[config.mk]
export PLATFORM = sky130hd
export DESIGN_NAME = fft_input_loader
export DESIGN_NICKNAME = d
export VERILOG_FILES = /design/src/rtl/fft_input_loader_pkg.sv /design/src/rtl/fft_input_loader_addr_map.sv /design/src/rtl/fft_input_loader.sv
export SDC_FILE = /design/constraint.sdc
export NUM_CORES = 1
export LEC_CHECK = 0
export CAP_MARGIN = 15
export CELL_PAD_IN_SITES_DETAIL_PLACEMENT = 2
export CELL_PAD_IN_SITES_GLOBAL_PLACEMENT = 2
export CORE_MARGIN = 1
export CORE_UTILIZATION = 31
export CTS_BUF_LIST = sky130_fd_sc_hd__clkbuf_4
export CTS_CLUSTER_DIAMETER = 150
export DETAILED_ROUTE_END_ITERATION = 8
export PLACE_DENSITY = 0.93
export SYNTH_ARGS = -nofsm -noshare
export SYNTH_HDL_FRONTEND = slang
export SYNTH_SLANG_ARGS = --single-unit
[constraint.sdc]
create_clock -name iCLK -period 2.2 [get_ports iCLK]
set_input_delay 0.44 -clock iCLK [delete_from_list [all_inputs] [get_ports iCLK]]
set_output_delay 0.44 -clock iCLK [all_outputs]
set_load 0.02 [all_outputs]
[src/rtl/fft_input_loader_pkg.sv]
// Shared definitions for the FFT loader/unloader slice: core geometry and loader state encoding.
package fft_input_loader_pkg;

  localparam int unsigned FFT_N_POINTS = 2048;
  localparam int unsigned FFT_ADDR_W   = 9;
  localparam int unsigned FFT_DATA_W   = 16;
  localparam int unsigned FFT_N_BANK   = 4;
  localparam int unsigned FFT_BANK_W   = 2;

  typedef enum logic [2:0] {
    ST_IDLE,
    ST_LOAD,
    ST_FLUSH,
    ST_START,
    ST_WAIT
  } loader_state_e;

  // States in which the loader is willing to take stream samples.
  function automatic logic accepts_samples(input loader_state_e s);
    return (s == ST_IDLE) || (s == ST_LOAD);
  endfunction

endpackage

[src/rtl/fft_input_loader_addr_map.sv]
// Combinational sample index -> (bank, word address) mapper for the four RAM_A banks.
// Define FFT_LOADER_BITREV_EN to bit-reverse the index before mapping.
module fft_addr_map
  import fft_input_loader_pkg::*;
#(
  parameter int unsigned ADDR_W = FFT_ADDR_W
) (
  input  logic [ADDR_W+FFT_BANK_W-1:0] n_i,
  output logic [FFT_BANK_W-1:0]        bank_o,
  output logic [ADDR_W-1:0]            addr_o
);

  localparam int unsigned IDX_W = ADDR_W + FFT_BANK_W;

  logic [IDX_W-1:0] idx;

`ifdef FFT_LOADER_BITREV_EN
  always_comb begin
    idx = '0;
    for (int i = 0; i < IDX_W; i++) begin
      idx[i] = n_i[IDX_W-1-i];
    end
  end
`else
  assign idx = n_i;
`endif

  // Low bits interleave consecutive indices across banks.
  assign bank_o = idx[FFT_BANK_W-1:0];
  assign addr_o = idx[IDX_W-1:FFT_BANK_W];

endmodule

[src/rtl/fft_input_loader.sv]
// Streams one frame of real samples into the FFT core's four RAM_A banks, starts the core and stalls until done.
// Optional FFT_LOADER_BITREV_EN (in fft_addr_map) writes frames in bit-reversed order.
module fft_input_loader
  import fft_input_loader_pkg::*;
#(
  parameter int unsigned DATA_W   = FFT_DATA_W,
  parameter int unsigned ADDR_W   = FFT_ADDR_W,
  parameter int unsigned N_POINTS = FFT_N_POINTS
) (
  input  logic              iCLK,
  input  logic              iRESET,
  input  logic              iVALID,
  input  logic [DATA_W-1:0] iSAMPLE,
  output logic              oREADY,
  input  logic              iFFT_RDY,
  output logic [DATA_W-1:0] oDATA,
  output logic [ADDR_W-1:0] oADDR_WR_0,
  output logic [ADDR_W-1:0] oADDR_WR_1,
  output logic [ADDR_W-1:0] oADDR_WR_2,
  output logic [ADDR_W-1:0] oADDR_WR_3,
  output logic              oWE_0,
  output logic              oWE_1,
  output logic              oWE_2,
  output logic              oWE_3,
  output logic              oSTART,
  output logic              oBUSY,
  output logic [7:0]        oFRAME_CNT
);

  localparam int unsigned IDX_W = ADDR_W + FFT_BANK_W;

  loader_state_e           state_q, state_d;
  logic [IDX_W-1:0]        n_q;
  logic                    ready_q;
  logic                    start_q;
  logic                    busy_q;
  logic [DATA_W-1:0]       data_q;
  logic [ADDR_W-1:0]       addr_q [FFT_N_BANK];
  logic [FFT_N_BANK-1:0]   we_q;
  logic [7:0]              frame_q;

  logic                    accept_c;
  logic                    last_c;
  logic [FFT_BANK_W-1:0]   bank_c;
  logic [ADDR_W-1:0]       waddr_c;

  assign accept_c = iVALID & ready_q;
  assign last_c   = (n_q == IDX_W'(N_POINTS - 1));

  fft_addr_map #(.ADDR_W(ADDR_W)) u_addr_map (
    .n_i    (n_q),
    .bank_o (bank_c),
    .addr_o (waddr_c)
  );

  always_comb begin
    state_d = state_q;
    unique case (state_q)
      ST_IDLE:  if (accept_c) state_d = ST_LOAD;
      ST_LOAD:  if (accept_c && last_c) state_d = ST_FLUSH;
      ST_FLUSH: state_d = ST_START;
      ST_START: state_d = ST_WAIT;
      ST_WAIT:  if (iFFT_RDY) state_d = ST_IDLE;
      default:  state_d = ST_IDLE;
    endcase
  end

  // Ready drops with the final accept but rises only after a full cycle back in IDLE.
  always_ff @(posedge iCLK) begin
    if (iRESET) begin
      state_q <= ST_IDLE;
      n_q     <= '0;
      ready_q <= 1'b0;
      start_q <= 1'b0;
      busy_q  <= 1'b0;
      data_q  <= '0;
      we_q    <= '0;
      frame_q <= '0;
      for (int b = 0; b < FFT_N_BANK; b++) begin
        addr_q[b] <= '0;
      end
    end else begin
      state_q <= state_d;
      ready_q <= accepts_samples(state_q) && accepts_samples(state_d);
      start_q <= (state_d == ST_START);
      busy_q  <= (state_d == ST_START) || (state_d == ST_WAIT);
      we_q    <= '0;
      if (accept_c) begin
        n_q             <= n_q + IDX_W'(1);
        data_q          <= iSAMPLE;
        we_q[bank_c]    <= 1'b1;
        addr_q[bank_c]  <= waddr_c;
      end
      if ((state_q == ST_WAIT) && iFFT_RDY) begin
        frame_q <= frame_q + 8'd1;
        n_q     <= '0;
      end
    end
  end

  assign oREADY     = ready_q;
  assign oSTART     = start_q;
  assign oBUSY      = busy_q;
  assign oDATA      = data_q;
  assign oFRAME_CNT = frame_q;
  assign oWE_0      = we_q[0];
  assign oWE_1      = we_q[1];
  assign oWE_2      = we_q[2];
  assign oWE_3      = we_q[3];
  assign oADDR_WR_0 = addr_q[0];
  assign oADDR_WR_1 = addr_q[1];
  assign oADDR_WR_2 = addr_q[2];
  assign oADDR_WR_3 = addr_q[3];

endmodule

---- Word level (Yosys, flattened, before mapping) ----
Memories as Yosys holds them, arrays and structs flattened.
Index checks and enable logic that the tools add are counted.
cells by class
  reductions and logical operators ........ 12
  bitwise gates (word level) .............. 2
  eq/ne operators ......................... 8
  $add $sub $neg .......................... 2
  order comparisons ....................... 2
  mux-type cells .......................... 14
operator list
  operator                 count
  $pmux W3 S5              1
  $add A11 B1 Y11 const B  1
  $eq A11 B11 Y1 const B   1
  $eq A3 B2 Y1 const B     3
  $mux W3                  3
  $mux W9                  1
  $reduce_or A9 Y1         1
  $add A8 B1 Y8 const B    1
  $mux W1                  7
  $eq A3 B1 Y1 const B     2
  $eq A3 B3 Y1 const B     2
  $logic_not A3 Y1         2
  $logic_and A1 B1 Y1      4
  $reduce_or A2 Y1         2
  $logic_or A1 B1 Y1       3
  $lt A2 B3 Y1 const B     1
  $demux W1 S2             1
  $ge A2 B1 Y1 const B     1
  $mux W2                  1
  $and A1 B1 Y1            1
  $not A1 Y1               1
storage, ports and cells
  logic and storage cells ................. 49
  register bits ........................... 45
  input bits .............................. 20
  bits in writable memories ............... 36
  memories kept ........................... 1
  output and inout port bits .............. 67
memories
  name    words  width  rd ports  clocked after Yosys merged registers in  wr ports  line                    source
  addr_q  4      9      4         0                                        4         fft_input_loader.sv:38  logic [ADDR_W-1:0] addr_q [FFT_N_BANK];

---- Depth between registers and ports, before layout ----
  depth after elaboration ................. 7
  gate-level depth with buffers ........... 5
  depth with buffers taken out ............ 4

---- By module ----
From an unflattened synthesis, not the netlist that was laid out.
unflattened totals
  cell total of the unflattened synthesis .. 293
  area total of the unflattened synthesis .. 3195.6 um^2
modules (own cells, without submodules)
  module            seq. area each (um^2)  area each (um^2)  cells an instance  times used
  fft_input_loader  1981.9                 3113.0            282                1
  fft_addr_map      0.0                    82.6              11                 1

---- Worst setup path after synthesis ----
OpenSTA, ideal clock, no wires.
  kind .................................... register to register
  start point ............................. reg ready_q (netlist: oREADY)
  end point ............................... mem addr_q[0][0] (netlist name), enable pin
  cell stages (with the launch flop) ...... 4
  period minus slack after synthesis ...... 1.818 ns
  setup slack ............................. 0.382 ns
  data arrival time ....................... 1.506 ns
  cell sequence ........................... dfxtp_1 > nand2_1 > nor4_1 > or2_2
RTL lines
  what                      line                    source
  start: declaration        fft_input_loader.sv:34  logic ready_q;
  start signal: assignment  fft_input_loader.sv:84  ready_q <= accepts_samples(state_q) && accepts_samples(state_d);
  end: declaration          fft_input_loader.sv:38

---- Worst setup path in the final report ----
  start point ............................. reg ready_q (netlist: oREADY)
  end point ............................... out oREADY
RTL lines
  what              line                    source
  end: declaration  fft_input_loader.sv:14  output logic oREADY,
No word-level cell between the ends.

==> reports/metrics.cfg <==
[run_status]
status = finished clean

[synth]
syn_area_per_cell_um2 = 10.9
ys_ff_latch = 81
ys_warn_count = 0
synth_top_cell_by_area = edfxtp_1
syn_area_mm2 = 0.00315
yosysTopAreaCellShare_pct = 34.3
synthesis.nets = 313
synth_edf_count = 36
synth_cell_types = 30
synthArstFlopShare_pct = 0
ys_seq_area_share_pct = 63.0
yosys_most_used_dff = dfxtp_1
synth.top_cells.by_area = edfxtp_1 (34%), dfxtp_1 (29%), and2_1 (5.8%)
syn_inst = 288

[clocking]
clk_pin_slew_ns = 0.13
clock_latency_ns = 0.43
cts_buffers = 9
clkSinkCount = 81
h-tree-depth = 3
postCtsSetupRepairBufs = 0
cts_tree = yes
ctsHoldBuffers = 0
cts.root.buffer_cell = clkbuf_4
cts_buffer_depth = 2
cts_resized = 0

[hold_path]
holdCritPathClass = reg2reg
holdPathStages = 2

[sta]
setup_violations = 0
grt_setup_unrepaired = no
max_freq_mhz = 501
fin_crit_ns = 1.99
final_max_slew_viol_count = 0
max-slew-margin-rel_pct = 65.7
fin_crit_sh_pct = 90.7
hold_viol = 0
clock_skew_ns = 0.0129
tightestPinTransition_ns = 0.513

[drt]
postRouteWirelength_um = 9110
firstDrtPassIters = 4
initialDrtViolationCount = 55
ant_nets = 0
vias = 2553
avgRoutedWirePerCell_um = 17.5
route.detailed.drc = 0
via_per_inst = 4.89

[global_routing]
grt_use_total_pct = 18.0
grt_use_met3_pct = 4.75
grt.busiest_layer = met2
grt_max_degree = 20
grt_overflow_total = 0
met2_usage_pct = 33.6
grt_first_pass_wirelength_um = 14200
antenna_found_initial = 0
grt_pass1_vias = 2770
use_met1_pct = 20.0

[floorplan]
rows = 36
chipHeight_um = 103
dieArea_mm2 = 0.0106
ios = 87
die_w_um = 103
start_util_pct = 32.1
core_area_mm2 = 0.00982

[place]
finalWeightedCongestion = 0.816
place_hpwl_um = 6890
port_buffers = 86

[setup_path]
worst-path-buf-inv = 1
cp_max_fo = 6
worst-path-stages = 1
worstPathCellList = clkdlybuf4s50_1
worstPathArrival_ns = 1.55
worstRegToRegCells = 3
cp_slowest_cell = clkdlybuf4s50_1
cpPeakStageDelay_ns = 0.66
r2r_slack_ns = 0.28
crit_type = reg2out
startpoint_type = flop
endpoint_kind = output port
required_ns = 1.76
critPathTopFamily = buffers and inverters

[layout]
area_growth_pct = 37.6
num_antenna_cells = 0
nets = 409
utilization_pct = 44.1
drive_gt1_share_pct = 10.8

[power]
irDropWorstVdd_uv = 280
total_power_mw = 2.72
power.leakage_nw = 1.51
powerDensity_mw_per_mm2 = 629

[run]
drv_cap = 0

[cell usage after synthesis (all sizes together) (2+ instances only)]
cell    count
nor3        5
edfxtp     36
or3         4
and2       38
nand3       6
nor4        5
ha          5
nand4       6
dfxtp      45
nor2b       2
o21ai       6
a21o        2
a21oi      32
nor2        6
clkbuf      8
or4         8
o31ai       8
buf         4
nand2b      2
nand2      42
or2         4
inv         6
xnor2       3
[sequential cells by signal, indices dropped and copies added, names as in the netlist, 3 cells and up]
| name | count |
|---|---|
| addr_q | 36 |
| n_q | 11 |
| oDATA | 16 |
| oFRAME_CNT | 8 |
| state_q | 3 |
| we_q | 4 |
[metrics by stage]
stage          setup slack [ns]  cells  setup TNS, ns  hold slack (ns)  cell area [um^2]
2_1_floorplan             0.382    288              0            0.486              3150
3_3_place_gp              0.158    506              0            0.442              4210
3_5_place_dp            -0.0194    506         -0.231            0.457              4210
4_1_cts                   0.174    522              0            0.474              4330
5_1_grt                   0.149    522              0            0.491              4330
6_report                  0.205    522              0            0.470              4330
[cell usage in the layout (no fill, tap or decap), drive strengths merged, types with 5 or more instances in the layout]
master	n
clkdlybuf4s50	86
dfxtp	45
nand2	42
and2	38
edfxtp	36
a21oi	32
buf	11
clkbuf	9
inv	9
o31ai	8
or4	8
nor2	6
nand4	6
nand3	6
o21ai	6
nor3	5
nor4	5
ha	5
[worst register-to-register path: stages, from the launching register on]
cell     delay (ns)
dfxtp_1        0.53
nand4_1        0.49
or4_1          0.65
a21oi_1        0.19
[routing by layer]
metal  wire length, um  vias to the layer above
met1              3690                     1259
li1                  -                     1211
met4               108                        0
met3               417                       13
met5                 0                        -
met2              4900                       70
[final timing paths]
| kind | end | from |
|---|---|---|
| min reg2reg | oDATA[11] | oDATA[11] |
| max | oREADY | oREADY |
| min | oDATA[11] | oDATA[11] |
| max reg2reg | n_q[10] | n_q[3] |
[report_power, final]
part	internal, mW	switching (mW)
Clock	0.244	0.562
Sequential	1.61	0.0269
Combinational	0.128	0.147
Total	1.99	0.737
[logic make-up (layout without fill, tap and decap cells)]
kind of cell    Yosys count  count (layout)  share of synthesized area [%]
buf+inv                  18             119                           2.27
flops                    81              81                           63.0
fa+ha+maj                 5               5                           1.99
xor+xnor                  3               3                          0.835
compound gates           48              48                           8.43
simple gates            132             132                           23.2
mux                       1               1                          0.358
[cell type report]
class	count	area, um^2
Inverter	6	22.5
Timing Repair Buffer	97	943
Clock inverter	7	53.8
Clock buffer	9	67.6
Tap cell	133	166
Sequential cell	81	1980
Fill cell	1067	5490
Multi-Input combinational cell	189	1090
No activity file was read; power rests on OpenSTA's default activity.
